$ cat config.mk
export PLATFORM = sky130hd
export DESIGN_NAME = float_point_cmp_acc
export DESIGN_NICKNAME = d
export VERILOG_FILES = /design/src/rtl/float_point_pkg.sv /design/src/rtl/float_point_cmp_core.sv /design/src/rtl/float_point_cmp_acc.sv
export SDC_FILE = /design/constraint.sdc
export NUM_CORES = 1
export LEC_CHECK = 0
export CAP_MARGIN = 20
export CORE_AREA = 2 2 127 129
export CTS_BUF_LIST = sky130_fd_sc_hd__clkbuf_4
export DETAILED_ROUTE_END_ITERATION = 7
export DIE_AREA = 0 0 129 131
export PLACE_DENSITY_LB_ADDON = 0.25
export RECOVER_POWER = 50
export SLEW_MARGIN = 20
export SYNTH_ARGS = -nofsm -noshare
export SYNTH_HDL_FRONTEND = slang
export SYNTH_HIERARCHICAL = 1
export SYNTH_SLANG_ARGS = --single-unit
$ cat constraint.sdc
create_clock -name clk -period 5 [get_ports clk]
set_clock_uncertainty 0.1 [all_clocks]
set_input_delay 1 -clock clk [delete_from_list [all_inputs] [get_ports clk]]
set_output_delay 1 -clock clk [all_outputs]
set_load 0.05 [all_outputs]
$ cat src/rtl/float_point_pkg.sv
// Shared mode encodings and canonical quiet-NaN builder for the float compare/accumulate block.
package float_point_pkg;

  typedef enum logic [1:0] {
    MODE_PAIR     = 2'b00,
    MODE_MAX      = 2'b01,
    MODE_MIN      = 2'b10,
    MODE_PAIR_ALT = 2'b11
  } mode_e;

  localparam int MAX_W = 128;

  // Sign 0, exponent all ones, mantissa MSB set; caller slices to its width.
  function automatic logic [MAX_W-1:0] canon_qnan(input int exp_w, input int man_w);
    logic [MAX_W-1:0] one;
    one = MAX_W'(1);
    return (((one << exp_w) - one) << man_w) | (one << (man_w - 1));
  endfunction

endpackage

$ cat src/rtl/float_point_cmp_core.sv
// Combinational sign-magnitude ordering of two IEEE-style values with NaN detection.
module float_point_cmp_core #(
  parameter int EXP_W = 8,
  parameter int MAN_W = 23
) (
  input  logic [EXP_W+MAN_W:0] a_i,
  input  logic [EXP_W+MAN_W:0] b_i,
  output logic                 gt_o,
  output logic                 lt_o,
  output logic                 eq_o,
  output logic                 unord_o,
  output logic                 a_nan_o
);
  localparam int W = 1 + EXP_W + MAN_W;

  logic           a_s, b_s, b_nan;
  logic [W-2:0]   a_mag, b_mag;

  assign a_s     = a_i[W-1];
  assign b_s     = b_i[W-1];
  assign a_mag   = a_i[W-2:0];
  assign b_mag   = b_i[W-2:0];
  assign a_nan_o = (&a_i[W-2:MAN_W]) && (|a_i[MAN_W-1:0]);
  assign b_nan   = (&b_i[W-2:MAN_W]) && (|b_i[MAN_W-1:0]);

  always_comb begin
    gt_o    = 1'b0;
    lt_o    = 1'b0;
    eq_o    = 1'b0;
    unord_o = 1'b0;
    if (a_nan_o || b_nan) begin
      unord_o = 1'b1;
    end else if (a_mag == '0 && b_mag == '0) begin
      eq_o = 1'b1;
    end else if (a_s != b_s) begin
      gt_o = !a_s;
      lt_o = a_s;
    end else if (a_mag == b_mag) begin
      eq_o = 1'b1;
    end else if ((a_mag > b_mag) ^ a_s) begin
      gt_o = 1'b1;
    end else begin
      lt_o = 1'b1;
    end
  end

endmodule

$ cat src/rtl/float_point_cmp_acc.sv
// Two-stage float pair compare / running max-min accumulator with valid-ready handshakes.
module float_point_cmp_acc
  import float_point_pkg::*;
#(
  parameter int EXP_W = 8,
  parameter int MAN_W = 23
) (
  input  logic                 clk,
  input  logic                 rst,
  input  logic [1:0]           mode,
  input  logic                 in_valid,
  output logic                 in_ready,
  input  logic [EXP_W+MAN_W:0] a,
  input  logic [EXP_W+MAN_W:0] b,
  input  logic                 in_last,
  output logic                 out_valid,
  input  logic                 out_ready,
  output logic [EXP_W+MAN_W:0] out,
  output logic                 great,
  output logic                 less,
  output logic                 equal,
  output logic                 unord
);
  localparam int W = 1 + EXP_W + MAN_W;
  localparam logic [MAX_W-1:0] QNAN_FULL = canon_qnan(EXP_W, MAN_W);
  localparam logic [W-1:0]     QNAN      = QNAN_FULL[W-1:0];

  logic         stall, accept, running;
  mode_e        mode_in, eff_mode;
  logic         frame_act_q;
  mode_e        frame_mode_q;

  logic         s1_vld_q, s1_last_q, s1_first_q;
  logic [W-1:0] s1_a_q, s1_b_q;
  mode_e        s1_mode_q;

  logic [W-1:0] acc_q, acc_d, cmp_b, pair_out;
  logic         nan_q, nan_d, s1_run, take;
  logic         gt, lt, eq, un, a_nan;

  logic         out_vld_q;
  logic [W-1:0] out_q;
  logic [3:0]   flags_q;

  assign stall    = out_vld_q && !out_ready;
  assign in_ready = !stall;
  assign accept   = in_valid && in_ready;

  // Mode is only sampled at frame start; 11 aliases pair compare.
  assign mode_in  = (mode_e'(mode) == MODE_PAIR_ALT) ? MODE_PAIR : mode_e'(mode);
  assign eff_mode = frame_act_q ? frame_mode_q : mode_in;
  assign running  = eff_mode != MODE_PAIR;

  always_ff @(posedge clk) begin
    if (rst) begin
      s1_vld_q     <= 1'b0;
      frame_act_q  <= 1'b0;
      frame_mode_q <= MODE_PAIR;
    end else if (!stall) begin
      s1_vld_q <= in_valid;
      if (accept) begin
        s1_a_q     <= a;
        s1_b_q     <= b;
        s1_mode_q  <= eff_mode;
        s1_last_q  <= in_last;
        s1_first_q <= !frame_act_q;
        if (running) begin
          frame_act_q  <= !in_last;
          frame_mode_q <= eff_mode;
        end
      end
    end
  end

  assign s1_run = s1_mode_q != MODE_PAIR;
  assign cmp_b  = s1_run ? acc_q : s1_b_q;

  float_point_cmp_core #(.EXP_W(EXP_W), .MAN_W(MAN_W)) u_core (
    .a_i(s1_a_q), .b_i(cmp_b),
    .gt_o(gt), .lt_o(lt), .eq_o(eq), .unord_o(un), .a_nan_o(a_nan)
  );

  // Strict compare keeps the earlier element on ties (+0 vs -0).
  assign take     = s1_first_q || ((s1_mode_q == MODE_MAX) ? gt : lt);
  assign acc_d    = take ? s1_a_q : acc_q;
  assign nan_d    = (s1_first_q ? 1'b0 : nan_q) | a_nan;
  assign pair_out = un ? QNAN : (lt ? s1_b_q : s1_a_q);

  always_ff @(posedge clk) begin
    if (rst) begin
      out_vld_q <= 1'b0;
      out_q     <= '0;
      flags_q   <= '0;
      acc_q     <= '0;
      nan_q     <= 1'b0;
    end else if (!stall) begin
      out_vld_q <= s1_vld_q && (!s1_run || s1_last_q);
      if (s1_vld_q) begin
        if (s1_run) begin
          acc_q <= acc_d;
          nan_q <= nan_d;
          if (s1_last_q) begin
            out_q   <= nan_d ? QNAN : acc_d;
            flags_q <= {3'b000, nan_d};
          end
        end else begin
          out_q   <= pair_out;
          flags_q <= {gt, lt, eq, un};
        end
      end
    end
  end

  assign out_valid = out_vld_q;
  assign out       = out_q;
  assign {great, less, equal, unord} = flags_q;

endmodule
# Word-level counts from Yosys, hierarchy flattened
# Index checks and enable logic that the tools add are counted.
[totals]
ff_bits = 142
wordCells = 78
[classes]
n_lt_le_gt_ge = 1
eq_ne = 5
mux = 28
bitwise = 4
reduce_logical = 27
[ops]
columns = ["operator", "n"]
rows = [
  ["32-bit two-way mux", 7],
  ["31-bit logical NOT", 2],
  ["23-bit OR reduction", 2],
  ["31-bit == test", 1],
  ["31-bit greater-than comparator", 1],
  ["1-bit two-way mux", 17],
  ["8-bit AND reduction", 2],
  ["3-bit AND reduction", 4],
  ["4-bit two-way mux", 2],
  ["1-bit logical AND", 6],
  ["1-bit logical NOT", 6],
  ["2-bit two-way mux", 2],
  ["2-bit nonzero test", 2],
  ["1-bit logical OR", 3],
  ["2-bit by 1-bit == test with 1-bit output (second input constant)", 1],
  ["2-bit == test (second input constant)", 1],
  ["2-bit inequality test (second input constant)", 1],
  ["1-bit inverter", 2],
  ["1-bit inequality test", 1],
  ["1-bit OR", 1],
  ["1-bit XOR", 1],
]

# Longest topological paths before layout
# Gate-level depths: netlist of run 1.
[logic_depth]
depth_word = 15
ltp_mapped = 22
depth_no_buf = 15

# Hierarchy
# Netlist of run 1, hierarchy kept.
[modules_own_cells]
columns = ["module", "n_inst", "cells_per_inst", "area_per_inst_um2"]
rows = [
  ["float_point_cmp_acc", 1, 632, 6309.8],
  ["float_point_cmp_core", 1, 157, 1054.8],
]

# Least setup slack after synthesis of run 1
# OpenSTA, ideal clock, no wires.
[synth_path]
kind = "input to register"
startpoint = "in out_ready"
endpoint = "reg s1_a_q[0], enable pin"
arrival_ns = 4.437
slack_ns = -0.032
stages = 4
path_buffers = 1
cell_sequence = "nand2b_1 -> buf_2 -> nand2_1 -> nor2_1"
[synth_via]
elab_chain_cells = 5
word_cells_on_any_way = 6
cone_classes = "bitwise (1); reduce/logical (5)"
[synth_lines]
columns = ["element", "line_no", "text"]
rows = [
  ["from (decl)", "float_point_cmp_acc.sv:17", "input logic out_ready,"],
  ["1-bit logical NOT", "float_point_cmp_acc.sv:45", "assign stall = out_vld_q && !out_ready;"],
  ["1-bit logical AND", "float_point_cmp_acc.sv:45", ""],
  ["1-bit logical NOT", "n/a", ""],
  ["named net in_ready", "float_point_cmp_acc.sv:12", "output logic in_ready,"],
  ["1-bit logical AND", "float_point_cmp_acc.sv:47", "assign accept = in_valid && in_ready;"],
  ["3-bit AND reduction (no line)", "n/a", ""],
  ["to (signal assigned)", "float_point_cmp_acc.sv:62", "s1_a_q <= a;"],
  ["to (decl)", "float_point_cmp_acc.sv:34", "logic [W-1:0] s1_a_q, s1_b_q;"],
]
# The timed path passes the listed nets, and every way through them passes these cells.
# A chain may end at the register's enable or synchronous reset.

# Worst setup path after layout of run 1
[layout_path]
startpoint = "reg s1_mode_q[1]"
endpoint = "reg out_q[15], in the netlist out[15]"
[layout_via]
elab_chain_cells = 15
word_cells_on_any_way = 34
cone_classes = "order compare (1); eq/ne (4); mux (19); bitwise (1); reduce/logical (9)"
[layout_lines]
columns = ["element", "line_no", "text"]
rows = [
  ["from (decl)", "float_point_cmp_acc.sv:35", "mode_e s1_mode_q;"],
  ["from (signal assigned)", "float_point_cmp_acc.sv:64", "s1_mode_q <= eff_mode;"],
  ["2-bit nonzero test (*)", "float_point_cmp_acc.sv:75", "assign s1_run = s1_mode_q != MODE_PAIR;"],
  ["32-bit two-way mux (*)", "float_point_cmp_acc.sv:76", "assign cmp_b = s1_run ? acc_q : s1_b_q;"],
  ["named net cmp_b[16]", "float_point_cmp_acc.sv:37", "logic [W-1:0] acc_q, acc_d, cmp_b, pair_out;"],
  ["31-bit greater-than comparator", "float_point_cmp_core.sv:40", "end else if ((a_mag > b_mag) ^ a_s) begin"],
  ["1-bit XOR", "float_point_cmp_core.sv:40", ""],
  ["1-bit two-way mux", "float_point_cmp_core.sv:40", ""],
  ["1-bit two-way mux", "float_point_cmp_core.sv:38", "end else if (a_mag == b_mag) begin"],
  ["1-bit two-way mux", "float_point_cmp_core.sv:35", "end else if (a_s != b_s) begin"],
  ["1-bit two-way mux", "float_point_cmp_core.sv:33", "end else if (a_mag == '0 && b_mag == '0) begin"],
  ["1-bit two-way mux (*)", "float_point_cmp_core.sv:31", "if (a_nan_o || b_nan) begin"],
  ["named net gt", "float_point_cmp_acc.sv:39", "logic gt, lt, eq, un, a_nan;"],
  ["1-bit two-way mux (*)", "float_point_cmp_acc.sv:84", "assign take = s1_first_q || ((s1_mode_q == MODE_MAX) ? gt : lt);"],
  ["1-bit logical OR (*)", "float_point_cmp_acc.sv:84", ""],
  ["32-bit two-way mux (*)", "float_point_cmp_acc.sv:85", "assign acc_d = take ? s1_a_q : acc_q;"],
  ["32-bit two-way mux (*)", "float_point_cmp_acc.sv:103", "out_q <= nan_d ? QNAN : acc_d;"],
  ["32-bit two-way mux (*)", "float_point_cmp_acc.sv:102", "if (s1_last_q) begin"],
  ["32-bit two-way mux (*)", "float_point_cmp_acc.sv:99", "if (s1_run) begin"],
  ["to (signal assigned)", "float_point_cmp_acc.sv:103", ""],
  ["to (signal assigned)", "float_point_cmp_acc.sv:107", "out_q <= pair_out;"],
  ["to (decl)", "float_point_cmp_acc.sv:42", "logic [W-1:0] out_q;"],
]
# Mark *: on every way through the listed nets, which the timed path passes. The rest lies on a longest branch. The select of a mux whose other input is x is not followed.

==> run_results.csv, run 1 <==
group,metric,value,unit
setup_path,required,5.36,ns
die,boundaryPins,109,
clocking,cts.sink_count,142,
grt,grt_remaining_overflow,0,
sta,fmax,217,MHz
grt,track_usage,23.2,%
placed_design,portBuffers,108,
status,violations,"capacitance limit, slew limit",
die,initial_core_util,47.2,%
grt,antenna_found_initial,1,
route,wl_per_cell,17.3,um
logic_synthesis,yosys-top-cells-area,"edfxtp_1 (28%), dfxtp_1 (20%), ha_1 (5.3%), a21oi_1 (5.2%), nand2_1 (4.7%)",
setup_path,arrival,4.97,ns
power_and_ir_drop,internal_power,0.00176,W
power_and_ir_drop,switching_share,29.7,%
clocking,cts-root-buf,"clkbuf_4",
die,num_rows,46,
die,die_y,131,um
logic_synthesis,ys_warn_count,6,
sta,min_period,4.60,ns
sta,setup_viol_count_final,0,
power_and_ir_drop,power.switching,0.000742,W
clocking,htreeDepth,4,
layout,area_delta_synth_final,21.3,%
clocking,cts_tree,"built",
logic_synthesis,synthCells,789,
sta,relSlewSlack,-83.0,%
setup_path,critPathMaxStageDelay,0.54,ns
power_and_ir_drop,clockPowerShare,29.3,%
logic_synthesis,synth_top_cell_by_area,"edfxtp_1",
route,first_pass_iters,5,
power_and_ir_drop,leakage,3.28,nW
route,drtIter0Drc,574,
logic_synthesis,yosysUniqueCellTypes,44,
power_and_ir_drop,worst_ir_drop_vdd,0.284,mV
clocking,cts_setup_buffers,0,
power_and_ir_drop,p_total,0.00250,W
sta,grt_setup_unrepaired,"false",
route,ant_nets,0,
clocking,clk_pin_slew_worst_paths,0.12,ns
sta,fin_hold_ws,0.369,ns
layout,layout.nets,976,
sta,worst-slew-pin-transition,2.73,ns
placed_design,gp_congestion,0.881,
grt,grt_pass1_vias,5811,
die,dieArea,0.0169,mm^2
sta,finalMaxSlewViolations,66,
setup_path,worstPathCellList,"or2_2 -> nand2_1 -> nand2_1 -> inv_1 -> ha_1 -> a21oi_1 -> o21a_2 -> o221ai_2 -> a211o_1 -> or4b_1 -> a31oi_1 -> or4b_4 -> o21a_2 -> buf_4 -> nand4_1 -> a311oi_1",
grt,grt_max_degree,51,
sta,fin_tns_setup,0,ns
die,core_area,0.0156,mm^2
placed_design,hpwlAfterDp,12.7,mm
route,drc,0,
setup_path,end_kind,"register",
sta,period_share,92.1,%
logic_synthesis,synth_area,0.00736,mm^2
min_path,hp-class,"register to register",
route,wl,19.1,mm
setup_path,start_kind,"register",
sta,hold_viol,0,
power_and_ir_drop,combinationalPowerShare,17.8,%
setup_path,slowest_stage,"or2_2",
logic_synthesis,synth_flop_cell,"dfxtp_1",
logic_synthesis,synth-seq-area-share,47.8,%
grt,grt_first_pass_wirelength,30.4,mm
status,outcome,"finished, violations left",
logic_synthesis,syn_avg_cell_area,9.33,um^2
logic_synthesis,synth_top_area_share,27.7,%
clocking,clk_latency,0.58,ns
power_and_ir_drop,power_density,280,mW/mm^2
clocking,cts_buffers,17,
layout,finalInstanceArea,0.00893,mm^2
layout,final_layout_size_suffix_gt1_share,9.70,%
layout,final_common_cell,"nand2_1",
die,die_w,129,um
layout,final_cell_mix,"nand2_1 (93), dlygate4sd3_1 (86), a21oi_1 (76)",
clocking,hold_buffers,0,
clocking,cts_resized,0,
clocking,clock_path_buffers,2,
logic_synthesis,syn_nets,891,
route,viasPerCell,5.81,
placed_design,placed_cell_area,0.00867,mm^2
setup_path,cp_max_fo,27,
logic_synthesis,synth-async-reset-ratio,0,%
logic_synthesis,ys_ff_latch,142,
setup_path,critical_path_class,"register to register",
logic_synthesis,synth_edf_count,68,
flow_run,maxCapViolCount,2,
power_and_ir_drop,pwr-share-seq,52.9,%
route,vias,6417,
final cells by class:
cell class	count	area, um^2
Fill cell	1396	6660
Sequential cell	142	3520
Multi-Input combinational cell	540	3430
Timing Repair Buffer	127	1260
Tap cell	216	270
Inverter	46	173
Clock inverter	14	144
Clock buffer	18	135
Antenna cell	1	2.50
cell usage after synthesis, types with 23 or more instances:
master    count
nand2_1      93
a21oi_1      76
dfxtp_1      74
edfxtp_1     68
nand4_1      54
o21ai_0      49
inv_1        46
nand3_1      41
clkbuf_1     40
nor2_1       38
ha_1         31
mux2_2       24
a311oi_1     23
path summary, 6_finish.rpt:
| path | from | to | depth (start not counted) | slack, ns |
|---|---|---|---|---|
| worst max-delay path | s1_mode_q[1]$_DFFE_PP_ | out[15]$_SDFFE_PP0P_ | 16 | 0.40 |
| worst min-delay path | flags_q[0]$_SDFFE_PP0P_ | flags_q[0]$_SDFFE_PP0P_ | 2 | 0.37 |
| worst max register to register | s1_mode_q[1]$_DFFE_PP_ | out[15]$_SDFFE_PP0P_ | 16 | 0.40 |
| worst min register to register | flags_q[0]$_SDFFE_PP0P_ | flags_q[0]$_SDFFE_PP0P_ | 2 | 0.37 |
critical path: cells and delay by family, from the launching register on:
family | cells | cell delay [ns]
and+or+nand+nor | 6 | 1.67
DFF | 1 | 0.46
adders and majority gates | 1 | 0.23
AOI/OAI and AO/OA | 7 | 1.63
buffers and inverters | 2 | 0.39
sequential cells by signal (all words and copies together), names as in the netlist, 2 cells and up:
name / count
s1_a_q: 32
s1_b_q: 32
out: 32
frame_mode_q: 2
acc_q: 32
flags_q: 4
s1_mode_q: 2
layer usage:
layer / GRT usage, % / vias up / part of all wire [%]
li1: - / 3109 / -
met1: 31.7 / 3038 / 45
met2: 37.1 / 255 / 47
met3: 4.80 / 15 / 7.1
met4: 7.61 / 0 / 1.1
met5: 0 / - / 0
power by group through the flow:
stage | clock (W) | sequential [W] | combinational [W]
finish | 0.000733 | 0.00132 | 0.000444
global route | 0.000800 | 0.00133 | 0.000485
CTS | 0.000756 | 0.00132 | 0.000458
detailed placement | 0 | 0.00135 | 0.000456
global placement | 0 | 0.00135 | 0.000451
floorplan | 0 | 0.00139 | 0.000242
stage by stage:
| stage | setup slack [ns] | instances | util (%) |
|---|---|---|---|
| floorplan | 0.535 | 789 | - |
| global placement | 0.567 | 1071 | 55.6 |
| finish | 0.396 | 1104 | 57.3 |
| global route | 0.107 | 1104 | 57.3 |
| CTS | 0.433 | 1103 | 57.4 |
| detailed placement | 0.464 | 1071 | 55.6 |
logic make-up after synthesis:
logic type	count (synthesis)	synth area share, %
buffers and inverters	107	6.03
DFF	142	47.8
AOI/OAI and AO/OA	205	17.9
muxes	33	4.89
and+or+nand+nor	271	18.1
adders and majority gates	31	5.27
Power figures use the tool's default switching activity.
==> run 2: changes to the inputs <==
Settings changed: PLACE_DENSITY from default to 0.74, PLACE_DENSITY_LB_ADDON 0.25 to default, SETUP_SLACK_MARGIN from default to 0.4, TNS_END_PERCENT from default to 100.
==> run_results.csv, run 2 (synthesis results as in run 1) <==
group,metric,value,unit
route,drtIter0Drc,565,
clocking,cts_tree,"built",
setup_path,end_kind,"register",
die,dieArea,0.0169,mm^2
grt,grt_pass1_vias,6027,
die,initial_core_util,47.2,%
power_and_ir_drop,power_density,291,mW/mm^2
sta,finalMaxSlewViolations,29,
setup_path,cp_max_fo,45,
status,outcome,"finished, violations left",
grt,track_usage,23.4,%
clocking,cts_setup_buffers,0,
grt,grt_max_degree,77,
layout,final_layout_size_suffix_gt1_share,9.92,%
clocking,htreeDepth,4,
power_and_ir_drop,p_total,0.00261,W
layout,final_cell_mix,"nand2_1 (93), dlygate4sd3_1 (89), a21oi_1 (76)",
route,wl,19.5,mm
layout,area_delta_synth_final,21.8,%
die,die_y,131,um
placed_design,hpwlAfterDp,13.3,mm
grt,antenna_found_initial,0,
status,violations,"capacitance limit, slew limit",
sta,grt_setup_unrepaired,"false",
setup_path,arrival,4.71,ns
setup_path,start_kind,"register",
power_and_ir_drop,worst_ir_drop_vdd,0.149,mV
route,drc,0,
layout,antenna_cells,0,
die,num_rows,46,
route,wl_per_cell,17.6,um
placed_design,gp_congestion,0.887,
setup_path,required,5.37,ns
sta,worst-slew-pin-transition,2.34,ns
clocking,clock_path_buffers,2,
route,first_pass_iters,5,
route,viasPerCell,5.86,
die,die_w,129,um
placed_design,portBuffers,108,
layout,final_common_cell,"nand2_1",
grt,grt_remaining_overflow,0,
setup_path,r2r_cells,16,
sta,fmax,230,MHz
layout,layout.nets,976,
flow_run,maxCapViolCount,1,
route,ant_nets,0,
die,core_area,0.0156,mm^2
setup_path,critical_path_class,"register to register",
die,boundaryPins,109,
sta,period_share,86.9,%
sta,min_period,4.34,ns
min_path,hp-class,"register to register",
grt,grt_first_pass_wirelength,30.8,mm
sta,relSlewSlack,-56.3,%
sta,setup_viol_count_final,0,
sta,fin_tns_setup,0,ns
route,vias,6469,
min_path,min_delay_path_depth,2,
clocking,clk_pin_slew_worst_paths,0.12,ns
clocking,cts_buffers,17,
sta,hold_viol,0,
power_and_ir_drop,leakage,3.33,nW
clocking,clk_latency,0.59,ns
clocking,cts-root-buf,"clkbuf_4",
clocking,cts.sink_count,142,
## run 2: layout make-up
type | count | area, um^2
inverter | 46 | 173
sequential | 142 | 3520
tap | 216 | 270
timing repair buffer | 127 | 1260
multi-input combinational | 540 | 3420
clock inverter | 15 | 190
clock buffer | 17 | 128
fill | 1414 | 6630
## run 2: repair_timing
| item | 4_1_cts | 5_1_grt |
|---|---|---|
| resized for setup | 0 | 6 |
| endpoints found under the setup margin | 0 | 24 |
| endpoints found under the hold margin | 0 | 0 |
| hold buffers | 0 | 0 |
## run 2: worst max-delay path, stage by stage, from the launching register on
cell and delay (ns):
edfxtp_1 0.47, nor2_2 0.17, buf_8 0.28, nand2_1 0.08
o21ai_0 0.17, inv_1 0.09, ha_1 0.30, a21o_1 0.18
a21o_1 0.18, a211o_1 0.30, or4_1 0.53, a31oi_4 0.24
or2_2 0.26, o21a_2 0.20, buf_6 0.23, nand4_1 0.12
a311oi_1 0.33
## run 2: path summary, 6_finish.rpt
| check | start | end | slack, ns |
|---|---|---|---|
| worst max-delay path | s1_mode_q[1]$_DFFE_PP_ | out[7]$_SDFFE_PP0P_ | 0.66 |
| worst min-delay path | flags_q[0]$_SDFFE_PP0P_ | flags_q[0]$_SDFFE_PP0P_ | 0.37 |
| worst max register to register | s1_mode_q[1]$_DFFE_PP_ | out[7]$_SDFFE_PP0P_ | 0.66 |
| worst min register to register | flags_q[0]$_SDFFE_PP0P_ | flags_q[0]$_SDFFE_PP0P_ | 0.37 |
## run 2: through the flow
step           instance area (um^2)  std cells  hold WS, ns  setup slack (ns)  utilization (%)
6_report                       8970       1103        0.372             0.656             57.5
5_1_grt                        8970       1103        0.399             0.398             57.5
4_1_cts                        8970       1103        0.376             0.522             57.5
3_5_place_dp                   8650       1071        0.349             0.591             55.5
3_3_place_gp                   8650       1071        0.355             0.726             55.5
2_1_floorplan                  7370        789        0.345             0.535                -
## run 2: layer usage
| metal | GRT usage [%] | part of all wire [%] | vias up |
|---|---|---|---|
| met5 | 0 | 0 | - |
| met4 | 8.82 | 1.8 | 0 |
| met3 | 4.72 | 8.4 | 29 |
| met2 | 35.7 | 45 | 279 |
| met1 | 33.0 | 45 | 3057 |
| li1 | - | - | 3104 |
## run 2: power by group
| group | leakage, nW | internal (W) | switching, W | total [W] |
|---|---|---|---|---|
| clock | 0.177 | 0.000396 | 0.000441 | 0.000836 |
| combinational | 1.91 | 0.000181 | 0.000265 | 0.000446 |
| sequential | 1.24 | 0.00128 | 0.0000482 | 0.00133 |
==> run 3: changes to the inputs <==
Settings changed: CAP_MARGIN 20 to 25.
==> results of run 3 <==
The final DEF is identical to that of run 2; final timing and power are the same.
